[src/rtl/alu_sequencer_if.sv]
`default_nettype none
// ============================================================================
// Module   : alu_sequencer_if
// Purpose  : Instruction handshake, ALU drive/return and debug read bundle
//            for alu_sequencer. Flag outputs exist only when FLAGS_EN is
//            defined.
// Revision : 1.0 - initial release
// ============================================================================
interface alu_sequencer_if #(
    parameter int N = 16
);
    logic [15:0]  instr;
    logic         instr_valid;
    logic         instr_ready;
    logic         alu_en;
    logic [N-1:0] alu_a;
    logic [N-1:0] alu_b;
    logic [2:0]   alu_op;
    logic [N-1:0] alu_out;
    logic         done;
    logic [2:0]   dbg_addr;
    logic [N-1:0] dbg_data;
`ifdef FLAGS_EN
    logic         flag_z;
    logic         flag_n;
`endif

    // Sequencer side
    modport master (
        input  instr,
        input  instr_valid,
        input  alu_out,
        input  dbg_addr,
`ifdef FLAGS_EN
        output flag_z,
        output flag_n,
`endif
        output instr_ready,
        output alu_en,
        output alu_a,
        output alu_b,
        output alu_op,
        output done,
        output dbg_data
    );

    // Instruction source / ALU / debug side
    modport slave (
        output instr,
        output instr_valid,
        output alu_out,
        output dbg_addr,
`ifdef FLAGS_EN
        input  flag_z,
        input  flag_n,
`endif
        input  instr_ready,
        input  alu_en,
        input  alu_a,
        input  alu_b,
        input  alu_op,
        input  done,
        input  dbg_data
    );
endinterface
`default_nettype wire

[src/rtl/alu_sequencer.sv]
`default_nettype none
// ============================================================================
// Module   : alu_sequencer
// Purpose  : Multi-cycle IDLE/READ/EXEC/WB control stage in front of an
//            external ALU. Holds an 8-entry register file, drives the ALU
//            operands for one EXEC cycle and writes the result back.
//            Optional feature macro: FLAGS_EN (adds zero/negative flags).
// Revision : 1.0 - initial release
// ============================================================================
module alu_sequencer #(
    parameter int N    = 16,
    parameter int REGS = 8
) (
    input wire              clk,
    input wire              rst,
    alu_sequencer_if.master bus
);

    // Opcode values that bypass the ALU
    localparam logic [2:0] c_OP_NOP = 3'b000;
    localparam logic [2:0] c_OP_LDI = 3'b001;

    typedef enum logic [1:0] {
        S_IDLE = 2'd0,
        S_READ = 2'd1,
        S_EXEC = 2'd2,
        S_WB   = 2'd3
    } state_t;

    state_t       state_q;
    logic [15:0]  ir_q;
    logic [N-1:0] alu_a_q;
    logic [N-1:0] alu_b_q;
    logic [2:0]   alu_op_q;
    logic [N-1:0] result_q;
    logic [N-1:0] rf_q [REGS];
`ifdef FLAGS_EN
    logic         flag_z_q;
    logic         flag_n_q;
`endif

    // Instruction fields decoded from the latched instruction word
    logic [2:0]   w_op;
    logic [2:0]   w_rd;
    logic [2:0]   w_ra;
    logic [2:0]   w_rb;
    logic [N-1:0] w_imm_ext;
    logic         w_is_alu;
    logic         w_rf_we;
    logic [N-1:0] wb_data_d;

    assign w_op      = ir_q[15:13];
    assign w_rd      = ir_q[12:10];
    assign w_ra      = ir_q[9:7];
    assign w_rb      = ir_q[6:4];
    assign w_imm_ext = {{(N-7){1'b0}}, ir_q[6:0]};
    assign w_is_alu  = (w_op != c_OP_NOP) && (w_op != c_OP_LDI);

    // Write-back source: ALU result for ALU ops, zero-extended immediate for LDI
    always_comb begin
        wb_data_d = result_q;
        w_rf_we   = 1'b0;
        if (w_is_alu) begin
            wb_data_d = result_q;
            w_rf_we   = 1'b1;
        end else if (w_op == c_OP_LDI) begin
            wb_data_d = w_imm_ext;
            w_rf_we   = 1'b1;
        end
    end

    // Control FSM plus the registers it loads (instruction, operands, result, flags)
    always_ff @(posedge clk or posedge rst) begin
        if (rst) begin
            state_q  <= S_IDLE;
            ir_q     <= '0;
            alu_a_q  <= '0;
            alu_b_q  <= '0;
            alu_op_q <= '0;
            result_q <= '0;
`ifdef FLAGS_EN
            flag_z_q <= 1'b0;
            flag_n_q <= 1'b0;
`endif
        end else begin
            case (state_q)
                S_IDLE: begin
                    // instr_ready is high exactly in this state
                    if (bus.instr_valid) begin
                        ir_q    <= bus.instr;
                        state_q <= S_READ;
                    end
                end
                S_READ: begin
                    // Operands are captured here, so rd == ra/rb is harmless
                    alu_a_q  <= rf_q[w_ra];
                    alu_b_q  <= rf_q[w_rb];
                    alu_op_q <= w_op;
                    state_q  <= w_is_alu ? S_EXEC : S_WB;
                end
                S_EXEC: begin
                    result_q <= bus.alu_out;
                    state_q  <= S_WB;
                end
                S_WB: begin
`ifdef FLAGS_EN
                    if (w_is_alu) begin
                        flag_z_q <= (result_q == '0);
                        flag_n_q <= result_q[N-1];
                    end
`endif
                    state_q <= S_IDLE;
                end
                default: state_q <= S_IDLE;
            endcase
        end
    end

    // Register file: cleared by reset, written only at the end of WB
    always_ff @(posedge clk or posedge rst) begin
        if (rst) begin
            for (int i = 0; i < REGS; i++) begin
                rf_q[i] <= '0;
            end
        end else if ((state_q == S_WB) && w_rf_we) begin
            rf_q[w_rd] <= wb_data_d;
        end
    end

    assign bus.instr_ready = (state_q == S_IDLE);
    assign bus.alu_en      = (state_q == S_EXEC);
    assign bus.done        = (state_q == S_WB);
    assign bus.alu_a       = alu_a_q;
    assign bus.alu_b       = alu_b_q;
    assign bus.alu_op      = alu_op_q;
    assign bus.dbg_data    = rf_q[bus.dbg_addr];
`ifdef FLAGS_EN
    assign bus.flag_z      = flag_z_q;
    assign bus.flag_n      = flag_n_q;
`endif

endmodule
`default_nettype wire

[src/flat_wrapper.sv]
// flat-port wrapper written by rule: the top's interface ports become plain ports
module alu_sequencer_flat 
#(
    parameter int N    = 16,
    parameter int REGS = 8
)
  (clk, rst, bus_instr, bus_instr_valid, bus_alu_out, bus_dbg_addr, bus_instr_ready, bus_alu_en, bus_alu_a, bus_alu_b, bus_alu_op, bus_done, bus_dbg_data);
  alu_sequencer_if #(.N(N)) bus_i ();
  input wire clk;
  input wire rst;
  input wire logic [$bits(bus_i.instr)-1:0] bus_instr;
  input wire logic [$bits(bus_i.instr_valid)-1:0] bus_instr_valid;
  input wire logic [$bits(bus_i.alu_out)-1:0] bus_alu_out;
  input wire logic [$bits(bus_i.dbg_addr)-1:0] bus_dbg_addr;
  output wire logic [$bits(bus_i.instr_ready)-1:0] bus_instr_ready;
  output wire logic [$bits(bus_i.alu_en)-1:0] bus_alu_en;
  output wire logic [$bits(bus_i.alu_a)-1:0] bus_alu_a;
  output wire logic [$bits(bus_i.alu_b)-1:0] bus_alu_b;
  output wire logic [$bits(bus_i.alu_op)-1:0] bus_alu_op;
  output wire logic [$bits(bus_i.done)-1:0] bus_done;
  output wire logic [$bits(bus_i.dbg_data)-1:0] bus_dbg_data;
  assign bus_i.instr = bus_instr;
  assign bus_i.instr_valid = bus_instr_valid;
  assign bus_i.alu_out = bus_alu_out;
  assign bus_i.dbg_addr = bus_dbg_addr;
  assign bus_instr_ready = bus_i.instr_ready;
  assign bus_alu_en = bus_i.alu_en;
  assign bus_alu_a = bus_i.alu_a;
  assign bus_alu_b = bus_i.alu_b;
  assign bus_alu_op = bus_i.alu_op;
  assign bus_done = bus_i.done;
  assign bus_dbg_data = bus_i.dbg_data;
  alu_sequencer #(.N(N), .REGS(REGS)) u_core (.clk(clk), .rst(rst), .bus(bus_i));
endmodule
[config.mk]
export PLATFORM = sky130hd
export DESIGN_NAME = alu_sequencer_flat
export DESIGN_NICKNAME = d
export VERILOG_FILES = /design/src/rtl/alu_sequencer_if.sv /design/src/rtl/alu_sequencer.sv /design/src/flat_wrapper.sv
export SDC_FILE = /design/constraint.sdc
export NUM_CORES = 1
export LEC_CHECK = 0
export BUFFER_PORTS_ARGS = -buffer_cell sky130_fd_sc_hd__buf_2
export CAP_MARGIN = 5
export CORE_UTILIZATION = 56
export CTS_BUF_LIST = sky130_fd_sc_hd__clkbuf_4 sky130_fd_sc_hd__clkbuf_8
export DETAILED_ROUTE_END_ITERATION = 8
export PLACE_DENSITY = 0.8
export REMOVE_ABC_BUFFERS = 1
export SYNTH_ARGS = -nofsm -noshare
export SYNTH_HDL_FRONTEND = slang
export SYNTH_SLANG_ARGS = --single-unit
[constraint.sdc]
create_clock -name clk -period 5.3 [get_ports clk]
set_input_delay 0.265 -clock clk [delete_from_list [all_inputs] [get_ports clk]]
set_output_delay 0.265 -clock clk [all_outputs]
set_load 0.02 [all_outputs]
# --- Word-level counts from Yosys, hierarchy flattened ---
# Cells that the tools add are included.
op_classes:
  n_lt_le_gt_ge: 5
  eq_ne: 6
  n_mux: 19
  bitwise: 4
  reduce_logical: 6
op_table:
  columns: ["cell", "count"]
  rows:
  - ["16-bit binary-select mux with 3-bit select", 3]
  - ["16-bit 2-to-1 mux", 9]
  - ["128-bit bitwise mux", 1]
  - ["16-bit demux with 3-bit select", 1]
  - ["4-bit >= comparator (second input constant)", 4]
  - ["3-bit inverter with 4-bit output", 4]
  - ["2-bit one-hot mux with 4 select lines", 1]
  - ["2-bit equality test (second input constant)", 2]
  - ["4-bit by 1-bit less-than comparator with 1-bit output (second input constant)", 1]
  - ["3-bit by 1-bit equality test with 1-bit output (second input constant)", 1]
  - ["1-bit logical AND", 3]
  - ["1-bit 2-to-1 mux", 3]
  - ["3-bit by 1-bit inequality test with 1-bit output (second input constant)", 1]
  - ["3-bit nonzero test", 1]
  - ["2-bit by 1-bit equality test with 1-bit output (second input constant)", 1]
  - ["2-bit zero test", 1]
  - ["2-bit 2-to-1 mux", 1]
  - ["2-bit inequality test (second input constant)", 1]
  - ["2-bit AND reduction", 1]
totals:
  register_bits: 197
  out_inout_bits: 54

# --- Longest topological paths before layout ---
depth:
  word_depth: 6
  depth_mapped: 6

# --- Worst setup path after synthesis ---
# No wires, ideal clock.
synth_timing:
  kind: "register to register"
  from: "register u_core.state_q[1]"
  to: "register u_core.rf_q[112] (netlist name)"
  t_arrival_ns: 1.821
  required_ns: 5.175
  path_slack_ns: 3.354
  path_stages_with_launch: 6
  path_buffers: 1
  cell_sequence: "dfrtp_1 -> ha_1 -> o31ai_4 -> nor4_4 -> buf_6 -> mux2_4"
synth_via:
  elab_chain_cells: 2
synth_lines:
  columns: ["item", "line", "text"]
  rows:
  - ["start: declaration", "alu_sequencer.sv:30", "state_t state_q;"]
  - ["start signal: assignment", "alu_sequencer.sv:99", "state_q <= w_is_alu ? S_EXEC : S_WB;"]
  - ["2-bit equality test", null, null]
  - ["net bus_done", "flat_wrapper.sv:20", "output wire logic [$bits(bus_i.done)-1:0] bus_done;"]
  - ["1-bit logical AND", "alu_sequencer.sv:125", "end else if ((state_q == S_WB) && w_rf_we) begin"]
  - ["end signal: indexed assignment", "alu_sequencer.sv:126", "rf_q[w_rd] <= wb_data_d;"]
  - ["end: declaration", "alu_sequencer.sv:36", "logic [N-1:0] rf_q [REGS];"]
# The timed path passes the listed nets, and every way through them passes these cells.
# A chain may end at the register's enable or synchronous reset.

# --- Worst setup path after layout ---
layout_timing:
  from: "register u_core.ir_q[5]"
  to: "register u_core.alu_b_q[0] (netlist: u_core.bus.alu_b[0])"
layout_via:
  elab_chain_cells: 4
layout_lines:
  columns: ["item", "line", "text"]
  rows:
  - ["start: declaration", "alu_sequencer.sv:31", "logic [15:0] ir_q;"]
  - ["start signal: assignment", "alu_sequencer.sv:90", "ir_q <= bus.instr;"]
  - ["3-bit inverter with 4-bit output (implied by the code)", "alu_sequencer.sv:97", "alu_b_q <= rf_q[w_rb];"]
  - ["16-bit binary-select mux with 3-bit select", "alu_sequencer.sv:97", null]
  - ["16-bit 2-to-1 mux (implied by the code) (2 in a row)", "alu_sequencer.sv:97", null]
  - ["end signal: assignment", "alu_sequencer.sv:97", null]
  - ["end: declaration", "alu_sequencer.sv:33", "logic [N-1:0] alu_b_q;"]
# Every way passes these cells. The select of a mux whose other input is x is not followed.

==> results_dict.tcl <==
set metrics [dict create \
    grt_usage 0.299 \
    use_met2 0.463 \
    crit_slowest_cell "nor2b_2" \
    drt_iter0_drc 615 \
    drc 0 \
    criticalPathCategory "reg2reg" \
    yosysWarnings 0 \
    h-tree-depth 4 \
    dpl_cell_area_um2 11700 \
    min_delay_worst_endpoint "u_core.ir_q[2]" \
    antenna_found_initial 0 \
    hp-start "bus_instr[2]" \
    synth_fa_ha_area_frac 0.00561 \
    use_met1 0.415 \
    synth_area_leader_cell "dfrtp_1" \
    hold_violations 0 \
    syn_area_um2 11200 \
    async_flop_share 1.00 \
    arrival_ns 3.16 \
    root_buffer "clkbuf_8" \
    reg2reg_slack_ns 2.52 \
    synthToLayoutAreaGrowth_pct 11.3 \
    min_path_cells 2 \
    post-route-util 0.636 \
    final_cell_area_um2 12400 \
    maxCapViolCount 0 \
    min_period_over_period 0.525 \
    synthSimpleGateAreaFrac 0.0744 \
    fmaxAchievable_mhz 359 \
    grt_pass1_vias 7664 \
    vias 7434 \
    worstReg2RegStart "u_core.ir_q[5]" \
    synth_edf_count 0 \
    via_per_inst 6.33 \
    finalMaxSlewViolations 0 \
    rr_endpoint "u_core.bus.alu_b[0]" \
    yosys_most_used_dff "dfrtp_1" \
    clockBufferDepth 2 \
    maxSlewHeadroom 0.203 \
    grt_max_degree 98 \
    synth_cells 814 \
    setup_viol 0 \
    leakagePower_nw 5.73 \
    ios 92 \
    cts_tree "done" \
    min_period_ns 2.78 \
    use_met3 0.0691 \
    grt_overflow_total 0 \
    clk_pin_slew_worst_paths_ns 0.10 \
    start_kind "flip-flop" \
    cpLargestDelayFamily "simple AND/OR/NAND/NOR gates" \
    synth_compound_area_frac 0.0813 \
    fin_nets 940 \
    startpoint "u_core.ir_q[5]" \
    status "finished clean" \
    fp.dieArea_um2 20500 \
    rsz0062_at_grt "false" \
    ys_seq_area_frac 0.442 \
    hold_class "in2reg" \
    endpoint_kind "flip-flop" \
    ant_nets 0 \
    seqCellArea_um2 4940 \
    synthMuxAreaShare 0.366 \
    crit_chain "nor2b_2, a22oi_1, a41o_1" \
    cp_max_fo 21 \
    cellPowerDensity_nw_per_um2 660 \
    ctsHoldBuffers 24 \
    skew_ns 0.0187 \
    post_cts_buffers 0 \
    port_buffers 91 \
    peakVddDrop_v 0.000411 \
    initial_core_util 0.571 \
    reg2regPathDepth 3 \
    dieHeight_um 143 \
    yosys-top-cells-area "dfrtp_1 44%, mux2_4 11%, mux2_2 11%" \
    cts_inserted_buffers 17 \
    cpPeakStageDelay_ns 1.09 \
    critPathBufInv 0 \
    syn_area_per_cell_um2 13.7 \
    worst-path-stages 3 \
    rows 51 \
    die_x_um 143 \
    critPathRequiredTime_ns 5.68 \
    ctsResizeCount 0 \
    multi_input_area_um2 5890 \
    yosys.cell_types.count 29 \
    synth_top_area_frac 0.442 \
    place_hpwl_mm 16.8 \
    drive_gt1_frac 0.410 \
    wl_per_cell_um 24.5 \
    synth_xor_area_frac 0 \
    ys_ff_latch 197 \
    busiest_layer "met2" \
    coreArea_um2 19500 \
    wirelength_mm 28.8 \
    tightest_slew_ns 1.19 \
    grt_pass1_wl_mm 44.6 \
    drt-pass1-iter-count 5 \
    clkSinkCount 197 \
    fillers 1523 \
    synth_top_family_by_area "multiplexers" \
    antenna_cells 0 \
    insertion_delay_ns 0.49 \
    total_power_mw 8.20 \
    gp_congestion 0.816 \
]
## placed cells by master (no fill, tap or decap), types with 14 or more instances in the layout
cell           Yosys  routed
buf_4              1      14
mux2_2           105     105
nor2b_1           75      73
dlygate4sd3_1      0      24
a211o_1           32      32
a41o_1            32      32
a22oi_1           32      32
clkbuf_8           0      17
mux2_4            81      81
dfrtp_1          197     195
mux2i_1           96      96
mux4_2            32      32
nand3_1           32      32
buf_2             21      91
## Yosys cell counts, types with 5 or more instances
| library cell | count |
|---|---|
| dfrtp_1 | 197 |
| mux2_2 | 105 |
| mux2i_1 | 96 |
| mux2_4 | 81 |
| nor2b_1 | 75 |
| a211o_1 | 32 |
| a22oi_1 | 32 |
| a41o_1 | 32 |
| mux4_2 | 32 |
| nand3_1 | 32 |
| clkbuf_1 | 29 |
| buf_2 | 21 |
| buf_6 | 8 |
| buf_1 | 5 |
| ha_1 | 5 |
| nand2b_1 | 5 |
## power by group
| group | switching (mW) | leakage, nW | total, mW | internal [mW] |
|---|---|---|---|---|
| sequential | 0.867 | 2.47 | 3.07 | 2.21 |
| clock | 0.561 | 0.214 | 1.08 | 0.518 |
| combinational | 1.99 | 3.05 | 4.04 | 2.06 |
| total | 3.42 | 5.73 | 8.20 | 4.78 |
## routing by layer
| metal | wire (um) | vias to the layer above |
|---|---|---|
| met2 | 13600 | 313 |
| met4 | 667 | 0 |
| li1 | - | 3230 |
| met1 | 12500 | 3841 |
| met5 | 0 | - |
| met3 | 2110 | 50 |
## sequential cells by signal, indices dropped and copies added, names as in the netlist
name / cells
u_core.rf_q: 128
u_core.bus.alu_a: 16
u_core.bus.alu_b: 16
u_core.ir_q: 16
u_core.result_q: 16
u_core.bus.alu_op: 3
u_core.state_q: 2
## worst max path at each step
stage / slack [ns] / endpoint
final: 2.52 / u_core.bus.alu_b[0]
after global routing: 2.54 / u_core.bus.alu_b[1]
after global placement: 2.68 / u_core.bus.alu_b[13]
after CTS: 2.57 / u_core.bus.alu_b[0]
after detailed placement: 2.59 / u_core.bus.alu_b[0]
after floorplan: -0.33 / u_core.bus.alu_a[0]
## stage by stage
step	instances	hold WS [ns]	TNS (ns)	setup slack, ns
after floorplan	749	0.416	-65.79	-0.334
after global placement	1119	0.435	0	2.68
after detailed placement	1119	0.441	0	2.59
after CTS	1174	0.00180	0	2.57
after global routing	1174	0.00383	0	2.54
final	1174	0.0176	0	2.52
## cells by family (layout without fill, tap and decap cells)
logic type      after synthesis  after routing
compound gates              101            101
fa+ha+maj                     5              5
mux                         314            314
simple gates                129            129
buf+inv                      68            163
flops                       197            197
## final cells by class
class | instances | area share
multi-input cells | 549 | 0.475
flip-flops and latches | 197 | 0.398
repair buffers | 129 | 0.0645
well taps | 265 | 0.0267
clock buffers | 17 | 0.0189
clock inverters | 14 | 0.0159
inverters | 3 | 0.00151
Note: power is estimated with default switching activity, not from simulation.
